**config.mk**
```make
export PLATFORM = sky130hd
export DESIGN_NAME = sisc_ctrl
export DESIGN_NICKNAME = d
export VERILOG_FILES = /design/src/rtl/sisc_ctrl.sv
export SDC_FILE = /design/constraint.sdc
export NUM_CORES = 1
export LEC_CHECK = 0
export CAP_MARGIN = 20
export CORE_AREA = 2 2 39 41
export CTS_CLUSTER_SIZE = 28
export DETAILED_ROUTE_END_ITERATION = 16
export DIE_AREA = 0 0 41 43
export PLACE_DENSITY_LB_ADDON = 0.3
export SYNTH_ARGS = -nofsm -noshare
export SYNTH_HDL_FRONTEND = slang
export SYNTH_SLANG_ARGS = --single-unit
```
**constraint.sdc**
```tcl
create_clock -name clk -period 1.5 [get_ports clk]
set_input_delay 0.15 -clock clk [delete_from_list [all_inputs] [get_ports clk]]
set_output_delay 0.15 -clock clk [all_outputs]
set_load 0.1 [all_outputs]
```
**src/rtl/sisc_ctrl.sv**
```systemverilog
// sisc_ctrl - multi-cycle control unit for the SISC processor.
//
// Steps the datapath through START0/START1 once after reset, then through
// FETCH -> DECODE -> EXECUTE -> MEM -> WRITEBACK for every instruction.
// All outputs are decoded combinationally from the state register and the
// instruction fields. Conditional branches are resolved in DECODE against
// the latched CVNZ status.
//
// Ports:
//   clk        system clock
//   rst_f      asynchronous active-low reset
//   opcode     ir[31:28]
//   mm         ir[27:24] branch condition mask (C,V,N,Z)
//   stat       status register contents (C,V,N,Z)
//   pc_rst     clear PC
//   pc_write   load PC
//   pc_sel     0 = PC+1, 1 = branch target
//   br_sel     0 = absolute target, 1 = PC-relative target
//   ir_load    load instruction register
//   rb_sel     read-port B addresses rd (store data)
//   alu_op     ALU override: 00 reg arith, 01 imm arith, 11 imm non-arith,
//              10 non-arith
//   dm_we      data memory write enable
//   wb_sel     0 = ALU result, 1 = memory data to register file
//   rf_we      register file write enable
//   halt       processor halted
//   illegal    undefined opcode trapped (only with SISC_CTRL_TRAP_EN)
//
// Build option: define SISC_CTRL_TRAP_EN to halt on undefined opcodes and
// flag them on the illegal output; otherwise they execute as NOP.

module sisc_ctrl #(
  parameter int OP_W = 4,
  parameter int MM_W = 4
) (
  input  logic            clk,
  input  logic            rst_f,
  input  logic [OP_W-1:0] opcode,
  input  logic [MM_W-1:0] mm,
  input  logic [MM_W-1:0] stat,
  output logic            pc_rst,
  output logic            pc_write,
  output logic            pc_sel,
  output logic            br_sel,
  output logic            ir_load,
  output logic            rb_sel,
  output logic [1:0]      alu_op,
  output logic            dm_we,
  output logic            wb_sel,
  output logic            rf_we,
`ifdef SISC_CTRL_TRAP_EN
  output logic            illegal,
`endif
  output logic            halt
);

  // state     | meaning
  // ----------+----------------------------------------------------
  // START0    | reset held / just released, PC cleared
  // START1    | PC settles, no activity
  // FETCH     | load IR, advance PC
  // DECODE    | resolve branches, detect HLT
  // EXECUTE   | ALU operates; its result and flags latch at cycle end
  // MEM       | store writes data memory
  // WRITEBACK | register file write for ALU ops and loads
  // HALT      | stopped until reset
  typedef enum logic [2:0] {
    S_START0    = 3'd0,
    S_START1    = 3'd1,
    S_FETCH     = 3'd2,
    S_DECODE    = 3'd3,
    S_EXECUTE   = 3'd4,
    S_MEM       = 3'd5,
    S_WRITEBACK = 3'd6,
    S_HALT      = 3'd7
  } state_t;

  localparam logic [OP_W-1:0] OP_NOP = OP_W'(4'h0);
  localparam logic [OP_W-1:0] OP_ALU = OP_W'(4'h1);
  localparam logic [OP_W-1:0] OP_ADI = OP_W'(4'h2);
  localparam logic [OP_W-1:0] OP_BRA = OP_W'(4'h4);
  localparam logic [OP_W-1:0] OP_BRR = OP_W'(4'h5);
  localparam logic [OP_W-1:0] OP_BNE = OP_W'(4'h6);
  localparam logic [OP_W-1:0] OP_BNR = OP_W'(4'h7);
  localparam logic [OP_W-1:0] OP_LOD = OP_W'(4'h8);
  localparam logic [OP_W-1:0] OP_STR = OP_W'(4'h9);
  localparam logic [OP_W-1:0] OP_HLT = OP_W'(4'hF);

  localparam logic [1:0] ALU_REG    = 2'b00;
  localparam logic [1:0] ALU_IMM    = 2'b01;
  localparam logic [1:0] ALU_IMM_NA = 2'b11;
  localparam logic [1:0] ALU_NA     = 2'b10;

  state_t state_q, state_d;

  logic hit;
  logic mask_zero;
  logic op_defined;

  assign hit       = |(mm & stat);
  assign mask_zero = (mm == '0);

  always_comb begin
    op_defined = 1'b0;
    case (opcode)
      OP_NOP, OP_ALU, OP_ADI, OP_BRA, OP_BRR, OP_BNE, OP_BNR,
      OP_LOD, OP_STR, OP_HLT: op_defined = 1'b1;
      default:                op_defined = 1'b0;
    endcase
  end

`ifdef SISC_CTRL_TRAP_EN
  logic illegal_q, illegal_d;

  always_ff @(posedge clk or negedge rst_f) begin
    if (!rst_f) illegal_q <= 1'b0;
    else        illegal_q <= illegal_d;
  end

  assign illegal = illegal_q;
`endif

  always_ff @(posedge clk or negedge rst_f) begin
    if (!rst_f) state_q <= S_START0;
    else        state_q <= state_d;
  end

  always_comb begin
    state_d  = state_q;
    pc_rst   = 1'b0;
    pc_write = 1'b0;
    pc_sel   = 1'b0;
    br_sel   = 1'b0;
    ir_load  = 1'b0;
    rb_sel   = 1'b0;
    alu_op   = ALU_NA;
    dm_we    = 1'b0;
    wb_sel   = 1'b0;
    rf_we    = 1'b0;
    halt     = 1'b0;
`ifdef SISC_CTRL_TRAP_EN
    illegal_d = illegal_q;
`endif

    case (state_q)
      S_START0: begin
        pc_rst  = 1'b1;
        state_d = S_START1;
      end

      S_START1: state_d = S_FETCH;

      S_FETCH: begin
        ir_load  = 1'b1;
        pc_write = 1'b1;
        pc_sel   = 1'b0;
        state_d  = S_DECODE;
      end

      S_DECODE: begin
        state_d = S_EXECUTE;
        case (opcode)
          OP_HLT: state_d = S_HALT;
          // An empty mask makes BRA/BRR unconditional and BNE/BNR never taken.
          OP_BRA, OP_BRR: begin
            if (hit || mask_zero) begin
              pc_write = 1'b1;
              pc_sel   = 1'b1;
              br_sel   = (opcode == OP_BRR);
            end
          end
          OP_BNE, OP_BNR: begin
            if (!hit && !mask_zero) begin
              pc_write = 1'b1;
              pc_sel   = 1'b1;
              br_sel   = (opcode == OP_BNR);
            end
          end
          default: ;
        endcase
`ifdef SISC_CTRL_TRAP_EN
        if (!op_defined) begin
          state_d   = S_HALT;
          illegal_d = 1'b1;
        end
`endif
      end

      S_EXECUTE: begin
        state_d = S_MEM;
        case (opcode)
          OP_ALU:         alu_op = ALU_REG;
          OP_ADI:         alu_op = ALU_IMM;
          OP_LOD, OP_STR: alu_op = ALU_IMM_NA;
          default:        alu_op = ALU_NA;
        endcase
        rb_sel = (opcode == OP_STR);
      end

      // Keep the address calculation stable through the store cycle without
      // re-touching the flags.
      S_MEM: begin
        state_d = S_WRITEBACK;
        if (opcode == OP_STR) begin
          dm_we  = 1'b1;
          rb_sel = 1'b1;
          alu_op = ALU_IMM_NA;
        end
      end

      S_WRITEBACK: begin
        state_d = S_FETCH;
        if (opcode == OP_ALU || opcode == OP_ADI) begin
          rf_we  = 1'b1;
          wb_sel = 1'b0;
        end else if (opcode == OP_LOD) begin
          rf_we  = 1'b1;
          wb_sel = 1'b1;
        end
      end

      S_HALT: halt = 1'b1;

      default: state_d = S_START0;
    endcase
  end

  // Only the trap build consumes the defined-opcode decode.
  logic unused_ok;
  assign unused_ok = op_defined;

endmodule
```
# Word level (Yosys, flattened, before mapping)
# Index checks and enable logic that the tools add are counted.
dict set report totals {
  register_bits 3
  out_inout_bits 12
  word_cells 56
}
dict set report op_classes {
  mux 25
  n_eq_ne 16
  bitwise_logic 1
  reduce_logical 13
}
# cell n
set op_table {}
lappend op_table {{$pmux 3 s6} 1}
lappend op_table {{$mux 1} 17}
lappend op_table {{$eq 4x3->1 const B} 4}
lappend op_table {{$eq 3x3->1 const B} 4}
lappend op_table {{$eq 4x4->1 const B} 3}
lappend op_table {{$pmux 1 s2} 4}
lappend op_table {{$reduce_or 2->1} 4}
lappend op_table {{$eq 3x2->1 const B} 2}
lappend op_table {{$pmux 2 s3} 1}
lappend op_table {{$reduce_bool 6->1} 1}
lappend op_table {{$and 4x4->4} 1}
lappend op_table {{$eq 4x1->1 const B} 1}
lappend op_table {{$eq 4x2->1 const B} 1}
lappend op_table {{$logic_not 4->1} 1}
lappend op_table {{$pmux 2 s2} 1}
lappend op_table {{$reduce_or 4->1} 1}
lappend op_table {{$eq 3x1->1 const B} 1}
lappend op_table {{$logic_not 3->1} 1}
lappend op_table {{$logic_not 1->1} 2}
lappend op_table {{$logic_or 1x1->1} 2}
lappend op_table {{$mux 2} 1}
lappend op_table {{$logic_and 1x1->1} 1}

# Depth between registers and ports, before layout
dict set report logic_depth {
  ltp_word 7
  depth_mapped 5
  mapped_depth_nobuf 4
}

# Worst setup path after synthesis
# Ideal clock, no wire load.
dict set report synth_timing {
  path_kind {flip-flop to output port}
  startpoint {register state_q[0]}
  endpoint {output port wb_sel}
  slack_ns -2.198
  t_arrival_ns 3.548
  t_required_ns 1.350
  path_stages_with_launch 4
  path_cell_list {dfrtp_1 -> clkbuf_1 -> nand3b_1 -> nor4_1}
}
dict set report synth_via {
  elab_chain_cells 2
}
# element line
set synth_rtl {}
lappend synth_rtl {{start, declared} 94} ;# state_t state_q, state_d;
lappend synth_rtl {{start signal, assigned} 125} ;# else state_q <= state_d;
lappend synth_rtl {{$eq 3x3->1} 145} ;# case (state_q)
lappend synth_rtl {{$mux 1} 145}
lappend synth_rtl {{end, declared} 49} ;# output logic wb_sel,
# Every way passes these cells.

# Final worst setup path
dict set report layout_timing {
  startpoint {register state_q[2]}
  endpoint {output port br_sel}
}
dict set report layout_via {
  elab_chain_cells 2
}
# element line
set layout_rtl {}
lappend layout_rtl {{$eq 3x2->1} 145}
lappend layout_rtl {{$mux 1} 145}
lappend layout_rtl {{end, declared} 44} ;# output logic br_sel,
# Every way passes these cells.

==> run_results.csv <==
group,metric,value,unit
global_route,grtUsageTotal,17.1,%
worst_setup_path,cp_slowest_stage_delay,0.41,ns
cells_and_area,top_regs,"state_q (3)",
cells_and_area,layout.core_utilization,68.8,%
placement,place.detailed.hpwl,1040,µm
worst_setup_path,rr_endpoint,"state_q[1]",
cells_and_area,multi_input_area,367,µm²
clock_tree,clock_tree.htree_level_count,1,
cells_and_area,layout.area.seq,75.1,µm²
cells_and_area,largest_reg_flops,3,
sta,period_needed,1.61,ns
worst_setup_path,timing.critical_path.cells,"nor4b_2, buf_4, and3_4, buf_12",
global_route,grt-ovfl-total,0,
yosys,syn_avg_cell_area,7.48,µm²
yosys,syn_area,329,µm²
drt,viasPerCell,4.83,
yosys,post_synth_num_cell_types,28,
global_route,grtUsageMet3,3.14,%
drt,drt-total-wl,1200,µm
sta,layout_worst_path_cycle_share,107,%
drt,detailroute.via_count,483,
drt,drt.antenna.violating_nets,0,
placement,dpl.cell_count,95,
clock_tree,cts.sink_count,3,
drt,drt-pass1-iter-count,2,
worst_setup_path,startpoint_type,"register",
sta,rsz_0062_raised_after_global_routing,"yes",
drt,detail_route.wl_per_cell,12.0,µm
worst_setup_path,worst_r2r_startpoint,"state_q[2]",
sta,finalHoldWorstSlack,0.0970,ns
worst_setup_path,cp.arrival,1.46,ns
global_route,groute.layer.met1.usage,16.3,%
cells_and_area,ant_diodes,0,
placement,globalplace.congestion,0.734,
die,die_boundary_height,43,µm
global_route,grt_max_degree,10,
sta,timing.fmax,621,MHz
die,core-area,0.00138,mm²
yosys,post_synth_inst_count,44,
worst_setup_path,end_kind,"primary output",
global_route,global_route.peak_usage_layer,"met2",
cells_and_area,area_growth_from_synthesis_to_layout,189,%
worst_setup_path,cell_count_of_the_worst_reg_to_reg_path,3,
yosys,yosysWarningCount,0,
outcome,violations,"setup timing",
power_and_ir_drop,fin_total_pwr,1.55,mW
die,initial_utilization,23.8,%
clock_tree,cts-hold-fix-buffers,0,
die,design.portCount,26,
power_and_ir_drop,power_per_cell_area,1620,mW/mm²
die,die_width,41,µm
die,die_outline_area,0.00176,mm²
worst_setup_path,r2r_setup_slack,0.50,ns
yosys,ys_dominant_reg_cell,"dfrtp_1",
worst_setup_path,largest_fanout_of_any_net_on_the_critical_path,5,
yosys,postSynth.asyncResetShare,100,%
yosys,net_count_after_synthesis,58,
worst_setup_path,crit_type,"reg -> out",
drt,route.detailed.drc,0,
yosys,number_of_enable_type_register_cells_in_the_synthesized_netlist,0,
worst_setup_path,cpMaxStageDelayCell,"dfrtp_1",
sta,worst_relative_slew_slack,83.1,%
clock_tree,clock_insertion_delay_worst_skew,0.23,ns
drt,dr.first_iter.drc_count,1,
placement,place.port_buffers,25,
cells_and_area,layout.filler_cells,104,
global_route,first_global_vias,515,
power_and_ir_drop,vdd_drop_max,0.00124,V
run,drv.max_cap_violation_count,0,
power_and_ir_drop,power.leakage,0.433,nW
outcome,run_status,"finished with violations",
global_route,grt_pass1_wl,2020,µm
sta,fin_skew,0.00163,ns
yosys,ys_seq_elements,3,
cells_and_area,largest-register,"state_q",
die,placementRows,14,
clock_tree,cts_tree,"yes",
sta,hold_viol_final,0,
sta,setup_slack,-0.111,ns
worst_setup_path,worst-path-buf-inv,2,
cells_and_area,design.final.nets,99,
clock_tree,clk_pin_slew_worst_paths,0.04,ns
cells_and_area,stdcell_count,100,
sta,worst-slew-pin-transition,0.250,ns
worst_setup_path,crit_cells,4,
worst_setup_path,largest_delay_share_family_worst_path,"simple AND/OR/NAND/NOR gates",
cells_and_area,drive_above_1_share,65.5,%
worst_hold_path,hp-class,"in -> async",
clock_tree,cts_made_buffers,3,
clock_tree,max-clock-path-buffers,2,
global_route,grt_antenna_before_repair,0,
clock_tree,clock_tree.root_cell,"clkbuf_4",
sta,setup_viol,7,
worst_setup_path,crit_required,1.35,ns
yosys,seq_area_frac_synth,22.8,%
sta,slew_violations,0,
global_route,global_route.usage.met2,31.6,%
## repair_timing
action | 4_1_cts | 5_1_grt
resized for setup | 29 | 8
pin swaps | 5 | 2
setup endpoints to repair | 9 | 9
setup buffers | 1 | 0
## layout by cell type (no fill, tap or decap), drive strengths merged
cell | netlist | routed
o21ai | 1 | 1
dfrtp | 3 | 3
nor2b | 1 | 1
nor4b | 1 | 1
a21oi | 2 | 2
and3 | 3 | 3
dlymetal6s2s | 0 | 3
or4 | 1 | 1
nor2 | 4 | 4
a21o | 2 | 2
dlygate4sd2 | 0 | 3
o21a | 1 | 1
buf | 2 | 30
nor3 | 3 | 3
a41oi | 1 | 1
clkdlybuf4s50 | 0 | 2
nand3 | 3 | 3
nor4 | 1 | 1
and2 | 2 | 2
nand3b | 1 | 1
nor3b | 1 | 1
a2bb2oi | 1 | 1
nand2 | 2 | 2
nand2b | 2 | 2
clkbuf | 1 | 5
inv | 1 | 1
xor2 | 2 | 2
a22oi | 2 | 2
## layer usage
metal | part of all wire (%) | wire length, µm
met1 | 38 | 453
met2 | 59 | 713
met3 | 2.8 | 34
met4 | 0 | 0
met5 | 0 | 0
## power breakdown
| group | switching, mW | internal (mW) | total [mW] |
|---|---|---|---|
| clock | 0.0407 | 0.0996 | 0.140 |
| sequential | 0.0414 | 0.123 | 0.165 |
| combinational | 0.746 | 0.497 | 1.24 |
## cell usage after synthesis, drive strengths merged (3+ instances only)
| cell type | instances | area [µm²] |
|---|---|---|
| nor2 | 4 | 15.0 |
| and3 | 3 | 18.8 |
| dfrtp | 3 | 75.1 |
| nand3 | 3 | 15.0 |
| nor3 | 3 | 15.0 |
## worst max-delay path by stage
stage                     startpoint  endpoint  slack, ns
after floorplan           state_q[0]    wb_sel      -0.43
after global placement         mm[0]    br_sel      -0.48
after detailed placement       mm[0]    br_sel      -0.58
after CTS                      mm[3]    br_sel      -0.15
after global routing      state_q[2]    br_sel      -0.19
final                     state_q[2]    br_sel      -0.11
## through the flow
stage,instance area (µm²),setup TNS [ns],setup WS (ns)
after floorplan,418,-2.07,-0.431
after global placement,876,-1.93,-0.482
after detailed placement,876,-2.35,-0.577
after CTS,930,-0.530,-0.148
after global routing,952,-0.977,-0.195
final,952,-0.339,-0.111
## area by class of cell
type / count / area share (%)
multi-input combinational: 37 / 38.5
timing repair buffer: 39 / 48.4
sequential: 3 / 7.88
clock buffer: 4 / 2.76
inverter: 1 / 0.394
tap: 16 / 2.10
## cell families after synthesis
| family | count (synthesis) | share of synthesized area (%) |
|---|---|---|
| AO/OA/AOI/OAI | 10 | 21.7 |
| XOR/XNOR | 2 | 5.32 |
| buffers and inverters | 4 | 7.22 |
| flip-flops | 3 | 22.8 |
| AND/OR/NAND/NOR | 25 | 43.0 |
Power figures use the tool's default switching activity.
==> edit 1 (config.mk and constraints unchanged) <==
Register the output `alu_op`, cleared by the reset; this adds one clock of latency there. The other outputs are not delayed to match.
--- a/src/rtl/sisc_ctrl.sv
+++ b/src/rtl/sisc_ctrl.sv
@@ -93,2 +93,4 @@
 
+  logic [1:0] alu_op_d;
+
   state_t state_q, state_d;
@@ -135,3 +137,3 @@
     rb_sel   = 1'b0;
-    alu_op   = ALU_NA;
+    alu_op_d = ALU_NA;
     dm_we    = 1'b0;
@@ -191,6 +193,6 @@
         case (opcode)
-          OP_ALU:         alu_op = ALU_REG;
-          OP_ADI:         alu_op = ALU_IMM;
-          OP_LOD, OP_STR: alu_op = ALU_IMM_NA;
-          default:        alu_op = ALU_NA;
+          OP_ALU:         alu_op_d = ALU_REG;
+          OP_ADI:         alu_op_d = ALU_IMM;
+          OP_LOD, OP_STR: alu_op_d = ALU_IMM_NA;
+          default:        alu_op_d = ALU_NA;
         endcase
@@ -206,3 +208,3 @@
           rb_sel = 1'b1;
-          alu_op = ALU_IMM_NA;
+          alu_op_d = ALU_IMM_NA;
         end
@@ -231,2 +233,10 @@
 
+  always_ff @(posedge clk or negedge rst_f) begin
+    if (!rst_f) begin
+      alu_op <= '0;
+    end else begin
+      alu_op <= alu_op_d;
+    end
+  end
+
 endmodule
Check against the original RTL: not equivalent (Yosys sat finds a counterexample within 4 cycles, from zero or initial values and one cycle with rst_f low).
==> edit 1 against the unedited design <==
  * The run still ends with setup timing left
  * Core utilization grew 9.3 points
  * Worst setup slack worse by 0.067 ns
  * Area after synthesis rose by 11%
  * Routed wire length rose by 16%
  * Cell area rose by 14%
  * Non-clock buffer count rose by 6
  * Sequential cell count increased by 2
  * Largest power group unchanged
  * Global-route usage is 1.2 points higher
  * Total power increased by 22%
==> edit 1: results <==
[run_status]
outcome = finished with violations
violations = setup timing

[yosys]
synth_compound_area_share_pct = 21.65
synth.distinct_cells = 29
synth_common_cells = 5 x dfrtp_1, 3 x nor2_1
synth-xor-area-share_pct = 4.811
seq_area_frac_synth_pct = 34.36
syn_nets = 56

[place]
dp_hpwl_um = 1011
pre_cts_ws_ns = -0.4759

[routing]
vias_per_cell = 4.774
drt-pass1-iter-count = 4
drtIter0Drc = 7
num_vias = 506
drt-wirelength-per-cell_um = 13.21

[global_route]
grt_max_degree = 8
grt_pass1_wl_um = 2173
grt_pass1_vias = 529

[timing]
fin_setup_tns_ns = -1.185
fin_skew_ns = 0.006441
setup_viol_count_final = 9
fin_ws_ns = -0.1784

[finish]
drive_above_1_share_pct = 71.11
n_fill_cell = 84
nets = 105
reg.largest.list = state_q (3), alu_op (2)

[critical_path]
rrSetupSlack_ns = -0.10
crit_end = rf_we
worstPathArrival_ns = 1.53
r2r_end = alu_op[1]
cp-startpoint = state_q[0]

[clocking]
clk_latency_ns = 0.25
hold_buffers = 0

[pwr]
vdd_drop_max_uv = 1345
leakage_nw = 0.4543
## edit 1: repair_timing
item | in CTS | in global routing
pin swaps | 12 | 8
setup endpoints to repair | 7 | 11
resized for setup | 24 | 5
buffers inserted | 4 | 4
## edit 1: report_power, final
group	internal [W]	leakage, nW	total, W	switching [W]
registers	0.000185	0.0554	0.000258	0.0000734
clock network	0.000101	0.0150	0.000161	0.0000601
logic	0.000657	0.384	0.00147	0.000818
total	0.000943	0.454	0.00189	0.000951
## edit 1: metal layers
layer	up-vias	routed length [µm]	GRT usage, %
met3	2	76	6.806
met2	16	792	30.31
met1	237	524	21.38
met5	-	0	0
met4	0	8	4.000
li1	251	-	-
## edit 1: final cells by class
cell class / count / area, µm² / share of cell area [%]
clock buffer: 4 / 26.28 / 2.431
inverter: 1 / 3.754 / 0.3472
timing repair buffer: 45 / 509.2 / 47.11
multi-input combinational: 35 / 394.1 / 36.46
tap: 16 / 20.02 / 1.852
sequential: 5 / 127.6 / 11.81
==> edit 2 (config.mk and constraints unchanged) <==
Without the edit above. `OP_W`: 4 -> 3.
--- a/src/rtl/sisc_ctrl.sv
+++ b/src/rtl/sisc_ctrl.sv
@@ -32,3 +32,3 @@
 module sisc_ctrl #(
-  parameter int OP_W = 4,
+  parameter int OP_W = 3,
   parameter int MM_W = 4
Ports: changed (resized opcode); port bits go from 26 to 25. No check against the original RTL was run, so the function may have changed too.
==> edit 2 against the unedited design <==
  * Area after synthesis grew 3.4%
  * Largest cell class unchanged
  * Non-clock buffer count grew 7
  * The run still ends with setup timing left
  * Routed wire length grew 22%
  * Die area is the same
  * Cell area grew 12%
  * Global-route usage grew 3.2 points
  * Sequential share of layout area shrank 0.62 points
  * Sequential cell count is the same
  * Worst setup slack lost 0.019 ns
  * Total power grew 28%
==> edit 2: results <==
[run_status]
outcome = finished with violations
violations = setup timing

[finish]
buffers = 46
area_share_clock_buf_inv_pct = 2.459
seq_area_share_pct = 7.260
postLayoutCoreUtil_pct = 77.22
n_fill_cell = 100
buf_share_pct = 51.76
multi_input_area_share_pct = 35.95
insertedDiodeCount = 0
multi_input_cells = 38
nets = 107
multi_input_area_um2 = 384.1

[timing]
worst_pin_slew_ns = 0.3015
setup_viol_count_final = 9
fin_skew_ns = 0.008785
fin_ws_ns = -0.1309
fin_setup_tns_ns = -0.7887

[critical_path]
max_stage_delay_ns = 0.59
rrSetupSlack_ns = 0.36
cp_slowest_cell = clkdlybuf4s50_1
worstPathArrival_ns = 1.48
rr_startpoint = state_q[1]
cp-startpoint = opcode[1]
path_max_fanout = 6
path_delay_family = buffers and inverters

[yosys]
synth.distinct_cells = 25
synth-async-reset-ratio_pct = 100.0
seq_area_frac_synth_pct = 22.06
synthCells = 46
syn_nets = 59
synth_common_cells = 6 x nor2_1, 5 x nor3_1, 4 x nor2b_1
ys_top_cells_by_area = dfrtp_1 22%, nor2b_1 7.4%, nor3_1 7.4%

[global_route]
grt_use_met2_pct = 33.75
grt_max_degree = 7
grtUsageMet1_pct = 24.59
grt_pass1_wl_um = 2415
grt_usage_pct = 20.30

[place]
dp_hpwl_um = 1056
pre_cts_ws_ns = -0.2842
gp_congestion = 0.7676
place_area_um2 = 939.7
dpl.cell_count = 99

[routing]
totalWireLength_um = 1470
route.met3.wl_um = 66
met1_length_um = 554
drtIter0Drc = 5
drt-wirelength-per-cell_um = 13.49
top_layer_used = met3
wl_met2_um = 849
vias_per_cell = 4.872

[pwr]
leakage_nw = 0.4807
vdd_drop_max_uv = 1710

[clocking]
clk_latency_ns = 0.24
==> edit 2: worst min-delay path by stage <==
stage	cells past startpoint	endpoint	slack [ns]	from
detailed placement	1	state_q[1]	0.34	rst_f
finish	1	state_q[0]	0.09	rst_f
floorplan	0	state_q[0]	-0.15	rst_f
CTS	1	state_q[0]	0.09	rst_f
global route	1	state_q[0]	0.09	rst_f
global placement	1	state_q[1]	0.34	rst_f
==> edit 2: repair_timing <==
action	in CTS	in global routing
pin swaps	8	1
hold buffers	0	0
setup buffers	6	1
endpoints found under the setup margin	12	12
resized for setup	17	6
==> edit 2: cells by family after synthesis <==
logic type      Yosys count  share of synthesized area (%)
compound gates           10                          20.59
buf+inv                   5                          8.086
flops                     3                          22.06
mux                       2                          6.250
simple gates             26                          43.02
==> edit 2: power breakdown <==
part	internal, W	switching, W	total, W
Clock	0.000100	0.0000494	0.000150
Combinational	0.000728	0.000903	0.00163
Sequential	0.000128	0.0000640	0.000192
Total	0.000956	0.00102	0.00197
